<file path="src/rtl/if_fetch_pkg.sv">
// if_fetch_pkg: shared constants and types for the instruction fetch slice.
//   NOP            - instruction presented whenever no valid fetch is held
//   state_e        - fetch FSM encoding (IDLE, FETCH, HOLD)
//   AddrLen/InstLen- address and instruction widths
//   IdxW/TagW      - icache index/tag widths (index pc[7:2], tag pc[31:8])
package if_fetch_pkg;

    localparam int AddrLen = 32;
    localparam int InstLen = 32;
    localparam int IdxW    = 6;
    localparam int TagW    = 24;
    localparam int Lines   = 64;

    localparam logic [InstLen-1:0] NOP = 32'h0000_0013;

    typedef enum logic [1:0] {
        S_IDLE  = 2'd0,
        S_FETCH = 2'd1,
        S_HOLD  = 2'd2
    } state_e;

    function automatic logic [IdxW-1:0] pc_idx(input logic [AddrLen-1:0] pc);
        return pc[7:2];
    endfunction

    function automatic logic [TagW-1:0] pc_tag(input logic [AddrLen-1:0] pc);
        return pc[31:8];
    endfunction

endpackage

</file>
<file path="src/rtl/if_fetch_icache.sv">
// if_icache: 64-line direct-mapped instruction cache storage (built only with
// ICACHE_EN). Combinational lookup, single-cycle line fill.
//   clk, rst      - clock, synchronous active-high reset (clears valid bits)
//   idx_i, tag_i  - lookup/fill index and tag
//   hit_o, data_o - lookup result
//   fill_i        - write fill_data_i into line idx_i with tag tag_i
module if_icache
    import if_fetch_pkg::*;
(
    input  logic               clk,
    input  logic               rst,
    input  logic [IdxW-1:0]    idx_i,
    input  logic [TagW-1:0]    tag_i,
    output logic               hit_o,
    output logic [InstLen-1:0] data_o,
    input  logic               fill_i,
    input  logic [InstLen-1:0] fill_data_i
);

    logic [Lines-1:0]   vld_q, vld_d;
    logic [TagW-1:0]    tag_q  [Lines];
    logic [InstLen-1:0] data_q [Lines];

    assign hit_o  = vld_q[idx_i] && (tag_q[idx_i] == tag_i);
    assign data_o = data_q[idx_i];

    always_comb begin
        vld_d = vld_q;
        if (fill_i) vld_d[idx_i] = 1'b1;
    end

    always_ff @(posedge clk) begin
        if (rst) vld_q <= '0;
        else     vld_q <= vld_d;
    end

    // Tag/data need no reset: a line is only trusted once its valid bit is set.
    always_ff @(posedge clk) begin
        if (fill_i) begin
            tag_q[idx_i]  <= tag_i;
            data_q[idx_i] <= fill_data_i;
        end
    end

endmodule

</file>
<file path="src/rtl/if_fetch.sv">
// if_fetch: byte-serial instruction fetch. Issues up to four byte reads at
// pc..pc+3, assembles them little-endian and holds the word for IF/ID until
// released, then advances pc by 4. EX redirects override everything.
//   clk, rst (sync, active-high), rdy_i (global enable)
//   stall_i, br_flag_i, br_target_i      - pipeline control
//   mem_req_o/mem_addr_o, mem_busy_i     - byte request port
//   mem_byte_i/mem_byte_vld_i            - byte return (one cycle after request)
//   pc_o, inst_o, inst_vld_o, stall_if_o - to IF/ID and stall_ctrl
// Optional feature: define ICACHE_EN to add the if_icache line store.
module if_fetch
    import if_fetch_pkg::*;
(
    input  logic               clk,
    input  logic               rst,
    input  logic               rdy_i,
    input  logic               stall_i,
    input  logic               br_flag_i,
    input  logic [AddrLen-1:0] br_target_i,
    input  logic               mem_busy_i,
    output logic               mem_req_o,
    output logic [AddrLen-1:0] mem_addr_o,
    input  logic [7:0]         mem_byte_i,
    input  logic               mem_byte_vld_i,
    output logic [AddrLen-1:0] pc_o,
    output logic [InstLen-1:0] inst_o,
    output logic               inst_vld_o,
    output logic               stall_if_o
);

    state_e             state_q, state_d;
    logic [AddrLen-1:0] pc_q, pc_d;
    logic [InstLen-1:0] inst_q, inst_d;
    logic [2:0]         iss_q, iss_d, rcv_q, rcv_d;
    logic               vld_q, vld_d;
    logic               disc_q, disc_d;

    logic               hit;
    logic [InstLen-1:0] hit_data;
    logic               in_fetch, hit_now, issue, take, last;

    assign in_fetch = (state_q == S_FETCH);
    assign hit_now  = in_fetch && (iss_q == 3'd0) && hit;
    assign issue    = rdy_i && in_fetch && (iss_q < 3'd4) && !mem_busy_i && !hit_now;
    // disc_q drops the byte answering a request issued in the redirect cycle.
    assign take     = in_fetch && mem_byte_vld_i && !disc_q && (rcv_q < 3'd4);
    assign last     = take && (rcv_q == 3'd3);

`ifdef ICACHE_EN
    logic fill;
    assign fill = rdy_i && !br_flag_i && last;

    if_icache u_icache (
        .clk         (clk),
        .rst         (rst),
        .idx_i       (pc_idx(pc_q)),
        .tag_i       (pc_tag(pc_q)),
        .hit_o       (hit),
        .data_o      (hit_data),
        .fill_i      (fill),
        .fill_data_i ({mem_byte_i, inst_q[23:0]})
    );
`else
    assign hit      = 1'b0;
    assign hit_data = NOP;
`endif

    always_comb begin
        state_d = state_q;
        pc_d    = pc_q;
        inst_d  = inst_q;
        iss_d   = iss_q;
        rcv_d   = rcv_q;
        vld_d   = vld_q;
        disc_d  = disc_q;
        if (rdy_i) begin
            disc_d = 1'b0;
            if (br_flag_i) begin
                state_d = S_FETCH;
                pc_d    = br_target_i;
                iss_d   = '0;
                rcv_d   = '0;
                vld_d   = 1'b0;
                disc_d  = 1'b1;
            end else begin
                case (state_q)
                    S_IDLE: begin
                        state_d = S_FETCH;
                        iss_d   = '0;
                        rcv_d   = '0;
                    end
                    S_FETCH: begin
                        if (hit_now) begin
                            inst_d  = hit_data;
                            vld_d   = 1'b1;
                            state_d = S_HOLD;
                        end else begin
                            if (issue) iss_d = iss_q + 3'd1;
                            if (take) begin
                                inst_d[{rcv_q[1:0], 3'b000} +: 8] = mem_byte_i;
                                rcv_d = rcv_q + 3'd1;
                            end
                            if (last) begin
                                vld_d   = 1'b1;
                                state_d = S_HOLD;
                            end
                        end
                    end
                    S_HOLD: begin
                        if (!stall_i) begin
                            state_d = S_FETCH;
                            pc_d    = pc_q + 32'd4;
                            iss_d   = '0;
                            rcv_d   = '0;
                            vld_d   = 1'b0;
                        end
                    end
                    default: state_d = S_IDLE;
                endcase
            end
        end
    end

    always_ff @(posedge clk) begin
        if (rst) begin
            state_q <= S_IDLE;
            pc_q    <= '0;
            inst_q  <= NOP;
            iss_q   <= '0;
            rcv_q   <= '0;
            vld_q   <= 1'b0;
            disc_q  <= 1'b0;
        end else begin
            state_q <= state_d;
            pc_q    <= pc_d;
            inst_q  <= inst_d;
            iss_q   <= iss_d;
            rcv_q   <= rcv_d;
            vld_q   <= vld_d;
            disc_q  <= disc_d;
        end
    end

    // Outputs are forced to their idle values while rst is asserted.
    assign mem_req_o  = !rst && issue;
    assign mem_addr_o = rst ? '0 : pc_q + AddrLen'(iss_q);
    assign pc_o       = rst ? '0 : pc_q;
    assign inst_vld_o = !rst && vld_q;
    assign inst_o     = inst_vld_o ? inst_q : NOP;
    assign stall_if_o = !rst && !vld_q;

endmodule

</file>
<file path="config.mk">
export PLATFORM = sky130hd
export DESIGN_NAME = if_fetch
export DESIGN_NICKNAME = d
export VERILOG_FILES = /design/src/rtl/if_fetch_pkg.sv /design/src/rtl/if_fetch_icache.sv /design/src/rtl/if_fetch.sv
export SDC_FILE = /design/constraint.sdc
export NUM_CORES = 1
export LEC_CHECK = 0
export CORE_UTILIZATION = 35
export DETAILED_ROUTE_END_ITERATION = 8
export GPL_TIMING_DRIVEN = 0
export PLACE_DENSITY = 0.76
export SYNTH_ARGS = -nofsm -noshare
export SYNTH_HDL_FRONTEND = slang
export SYNTH_SLANG_ARGS = --single-unit
</file>
<file path="constraint.sdc">
create_clock -name clk -period 2.4 [get_ports clk]
set_input_delay 0.48 -clock clk [delete_from_list [all_inputs] [get_ports clk]]
set_output_delay 0.48 -clock clk [all_outputs]
set_load 0.05 [all_outputs]
</file>
# == Word level (Yosys, flattened, before mapping) ==
# Index checks and enable logic that the tools add are counted.
# word_totals
reg_bits,74
inputBits,47
output_inout_bits,99
word_cells,72
# op_classes
addsub,5
n_lt_le_gt_ge,2
n_eq_ne,8
n_shift,2
n_mux,23
bitwise,1
n_reduce_logical,24
# ops
operator,n
two-way mux 32 bit,6
adder 32 x 3 -> 32 bit,1
"adder 32 x 3 -> 32 bit, second input constant",1
bitwise mux 32 bit,1
"variable shift 8 x 7 -> 32 bit, first input constant",1
variable part select 8 x 7 -> 32 bit,1
one-hot mux 3 bit (3 select lines),2
AND reduction 4 bit,4
two-way mux 3 bit,5
logical AND 1 bit,10
"!= test 3 x 2 -> 1 bit, second input constant",3
negation 5 -> 7 bit,1
"adder 3 x 1 -> 3 bit, second input constant",2
"< comparator 3 bit, second input constant",2
two-way mux 2 bit,3
one-hot mux 2 bit (3 select lines),1
AND reduction 3 bit,2
zero test 1 bit,4
two-way mux 1 bit,4
nonzero test 4 bit,1
"equality test 3 x 2 -> 1 bit, second input constant",1
"!= test 3 bit, second input constant",1
nonzero test 3 bit,1
"equality test 2 x 1 -> 1 bit, second input constant",1
6 further kinds,6

# == Longest topological paths before layout ==
# logic_depth
word_depth,8
mapped_depth,9
mapped_depth_nobuf,8

# == Least setup slack after synthesis ==
# No wires, ideal clock.
# synth_path
path_type,reg-to-output
startpoint,reg iss_q[0]
endpoint,out mem_addr_o[14]
t_arrival_ps,2608
required_time_ps,1920
path_slack_ps,-688
path_stages_with_launch,10
n_path_buf,1
cell_sequence,dfxtp_1 > ha_1 > inv_1 > fa_1 > nor2b_1 > o2111ai_1 > buf_2 > nor2_1 > nor2_1 > nor3_1
# synth_via
elab_chain_cells,2
# synth_lines
item,line,source
start: declaration,if_fetch.sv:33,"logic [2:0] iss_q, iss_d, rcv_q, rcv_d;"
start signal: assignment,if_fetch.sv:136,iss_q <= iss_d;
adder 32 x 3 -> 32 bit,if_fetch.sv:145,assign mem_addr_o = rst ? '0 : pc_q + AddrLen'(iss_q);
two-way mux 32 bit,if_fetch.sv:145,
end: declaration,if_fetch.sv:21,"output logic [AddrLen-1:0] mem_addr_o,"
# No other way between the ends.

# == Final worst setup path ==
# layout_path
startpoint,reg iss_q[0]
endpoint,out mem_addr_o[26]
# Same word-level chain as after synthesis.

==> summary.md <==
| Metric | Value |
|---|---|
| Outcome | `finished, violations left` |
| Failing checks | `setup timing` |
| Maximum vdd drop | `0.316 mV` |
| GPL Wtd Cong | `0.921` |
| Total global-route track usage | `0.255` |
| Register area share after synthesis | `0.298` |
| Yosys cell types | `62` |
| First-pass GRT wire length | `28600 um` |
| Clk buf depth | `2` |
| Final Net Count | `929` |
| Leading post-synthesis cells by cell area | `dfxtp_1 30%, a21oi_1 7.0%, nand2_1 5.4%` |
| Worst EP required | `1.92 ns` |
| Yosys top cell by area | `dfxtp_1` |
| # setup viols final | `29` |
| Reg clk slew, reported paths | `0.06 ns` |
| Initial antenna violation count | `0` |
| Hold Buf Count CTS | `0` |
| Drt first pass iters | `6` |
| Final core utilization | `0.563` |
| Area Growth Syn to Fin | `57.3%` |
| Post-synth top area share | `0.298` |
| Finished Layout Cells | `between 1000 and 1500` |
| Fmax | `336 MHz` |
| Synth cell count leaders | `74 x dfxtp_1, 72 x nand2_1, 70 x a21oi_1` |
| Die extent in x | `121 um` |
| Vias | `a little over 6000` |
| Fin Setup TNS | `-10.82 ns` |
| Row count | `between 40 and 50` |
| IO buf count | `around 140` |
| CTS Root Cell | `clkbuf_16` |
| Hold crit path type | `flip-flop to flip-flop` |
| Critical path class | `flip-flop to output port` |
| Clock skew | `0.00586 ns` |
| Clock Sinks | `74` |
| Count leader, synth | `dfxtp_1` |
| DR iter-0 viols | `729` |
| Power Total | `0.00354 W` |
| Antenna Nets Post-Route | `0` |
| Avg Inst Size Synth | `7.23 sq um` |
| TritonCTS Buffers | `9` |
| Post-synth EDFFs | `0` |
| Ys async rst share | `0` |
| Vias in the first global route | `between 5000 and 6000` |
| Minimum clock period | `approximately 3 ns` |
| Clk Latency, worst-skew pair | `0.34 ns` |
| WL/cell | `18.6 um` |
| Max Slew Vio Count | `0` |
| Tightest Pin Transition | `0.827 ns` |
| Top_reg_cell synth | `dfxtp_1` |
| CP endpoint kind | `output port` |
| Relative slew slack | `0.447` |
| Syn Inst Count | `688` |
| Power Density | `453 nW/um^2` |
| Antenna fix cells | `0` |
| LEAKAGE | `2.94 nW` |
| MaxCap Viol Count | `0` |
| Startpoint Class | `flip-flop` |
| Post-DP HPWL | `13500 um` |
| Post-Place Cells | `1012` |
| Hold_ws | `0.445 ns` |
| DRC Markers | `0` |
| Final worst setup slack | `-0.577 ns` |
| Routed wire length | `19700 um` |
| RSZ-0062 raised after global routing | `yes` |
| # IOs | `146` |
| Die area | `14700 sq um` |
| Via-to-Cell Ratio | `5.82` |
| Mapped Nets | `747` |
| Netlist Area Pre-Place | `between 4000 and 5000 sq um` |
| Hold Violations, Final | `0` |
| Die Height | `121 um` |
| Critical-path maximum fanout | `4` |
| Largest net degree at the start of global routing | `13` |
| Period utilization | `1.24` |
| Share of layout cells above drive strength 1 | `0.305` |
| #FFs+latches synth | `74` |
| GR Overflow Total | `0` |
| Initial Utilization | `0.358` |
| H-Tree Depth | `3` |
| CP arrival | `2.50 ns` |
| CTS tree | `done` |
| Core area | `13900 sq um` |
| Syn. warnings | `0` |
==> worst max-delay path: stages (launching register included) <==
cell	delay (ns)
dfxtp_4	0.36
ha_4	0.13
inv_2	0.03
fa_2	0.36
nor2b_4	0.19
o2111ai_4	0.19
buf_4	0.20
buf_6	0.11
nor3_4	0.11
mux2_4	0.33
buf_6	0.15
==> metrics by stage <==
step | cell area, sq um | setup slack (ns)
6_report | 7820 | -0.577
5_1_grt | 7820 | -0.648
4_1_cts | 7540 | -0.535
3_5_place_dp | 6990 | -1.80
3_3_place_gp | 6990 | -1.77
2_1_floorplan | 5330 | -0.165
==> sequential cells by signal (all words and copies together) (netlist names) <==
name	count
pc_q	32
disc_q	1
iss_q	3
rcv_q	3
inst_q	32
state_q	2
vld_q	1
==> cells in the final DEF, fill, tap and decap left out, types with 6 or more instances in the layout <==
| cell | count |
|---|---|
| nor3_4 | 6 |
| clkbuf_4 | 6 |
| xnor2_1 | 9 |
| dfxtp_1 | 62 |
| ha_1 | 9 |
| clkbuf_2 | 32 |
| nor4_1 | 7 |
| nor2_4 | 8 |
| and2_1 | 36 |
| dfxtp_2 | 10 |
| o21ai_0 | 26 |
| or3_1 | 7 |
| nand2b_1 | 8 |
| and3_1 | 10 |
| or3_4 | 6 |
| nor3_1 | 12 |
| inv_1 | 11 |
| buf_4 | 28 |
| clkdlybuf4s15_2 | 27 |
| nand3_1 | 43 |
| buf_6 | 38 |
| nand4_1 | 10 |
| clkdlybuf4s50_1 | 43 |
| nor2_2 | 10 |
| and4_1 | 8 |
| clkbuf_16 | 9 |
| nor2b_1 | 32 |
| a21oi_4 | 7 |
| nand2_1 | 72 |
| a21oi_1 | 60 |
| buf_2 | 18 |
| dlygate4sd2_1 | 6 |
| clkbuf_1 | 15 |
| nor2_1 | 43 |
==> cell families after synthesis <==
family	after synthesis	synth area share
flip-flops	74	0.298
AO/OA/AOI/OAI	154	0.191
AND/OR/NAND/NOR	358	0.383
buffers and inverters	70	0.0594
multiplexers	2	0.00428
adder cells (fa/ha/maj)	12	0.0317
XOR/XNOR	18	0.0317
==> path summary, 6_finish.rpt <==
check / from / to / slack [ns] / depth (start not counted)
max: iss_q[0] / mem_addr_o[26] / -0.58 / 10
min reg2reg: inst_q[7] / inst_q[7] / 0.45 / 2
max reg2reg: pc_q[2] / pc_q[30] / 0.03 / 6
min: inst_q[7] / inst_q[7] / 0.45 / 2
==> final cells by class <==
| cell class | instances | area, sq um |
|---|---|---|
| Clock buffer | 10 | 239 |
| Timing Repair Buffer | 172 | 1590 |
| Inverter | 12 | 45.0 |
| Multi-Input combinational cell | 545 | 3760 |
| Sequential cell | 74 | 1500 |
| Clock inverter | 5 | 103 |
| Buffer | 56 | 354 |
| Fill cell | 1221 | 6060 |
| Tap cell | 180 | 225 |
==> report_power, final <==
group | internal [W] | switching, W
registers | 0.00126 | 0.0000420
logic | 0.000245 | 0.000414
clock network | 0.00104 | 0.000540
total | 0.00254 | 0.000997
==> per-layer routing <==
metal,global-route usage,wire length [um]
met5,0,0
met4,0.121,686
met3,0.0456,2030
met2,0.385,8880
met1,0.350,8050
==> timing repair <==
action,in CTS,in global routing
gates resized for setup,398,135
gates cloned,1,1
setup endpoints to repair,131,108
pin swaps,12,20
setup buffers,10,18
(Power assumes the default switching activity.)
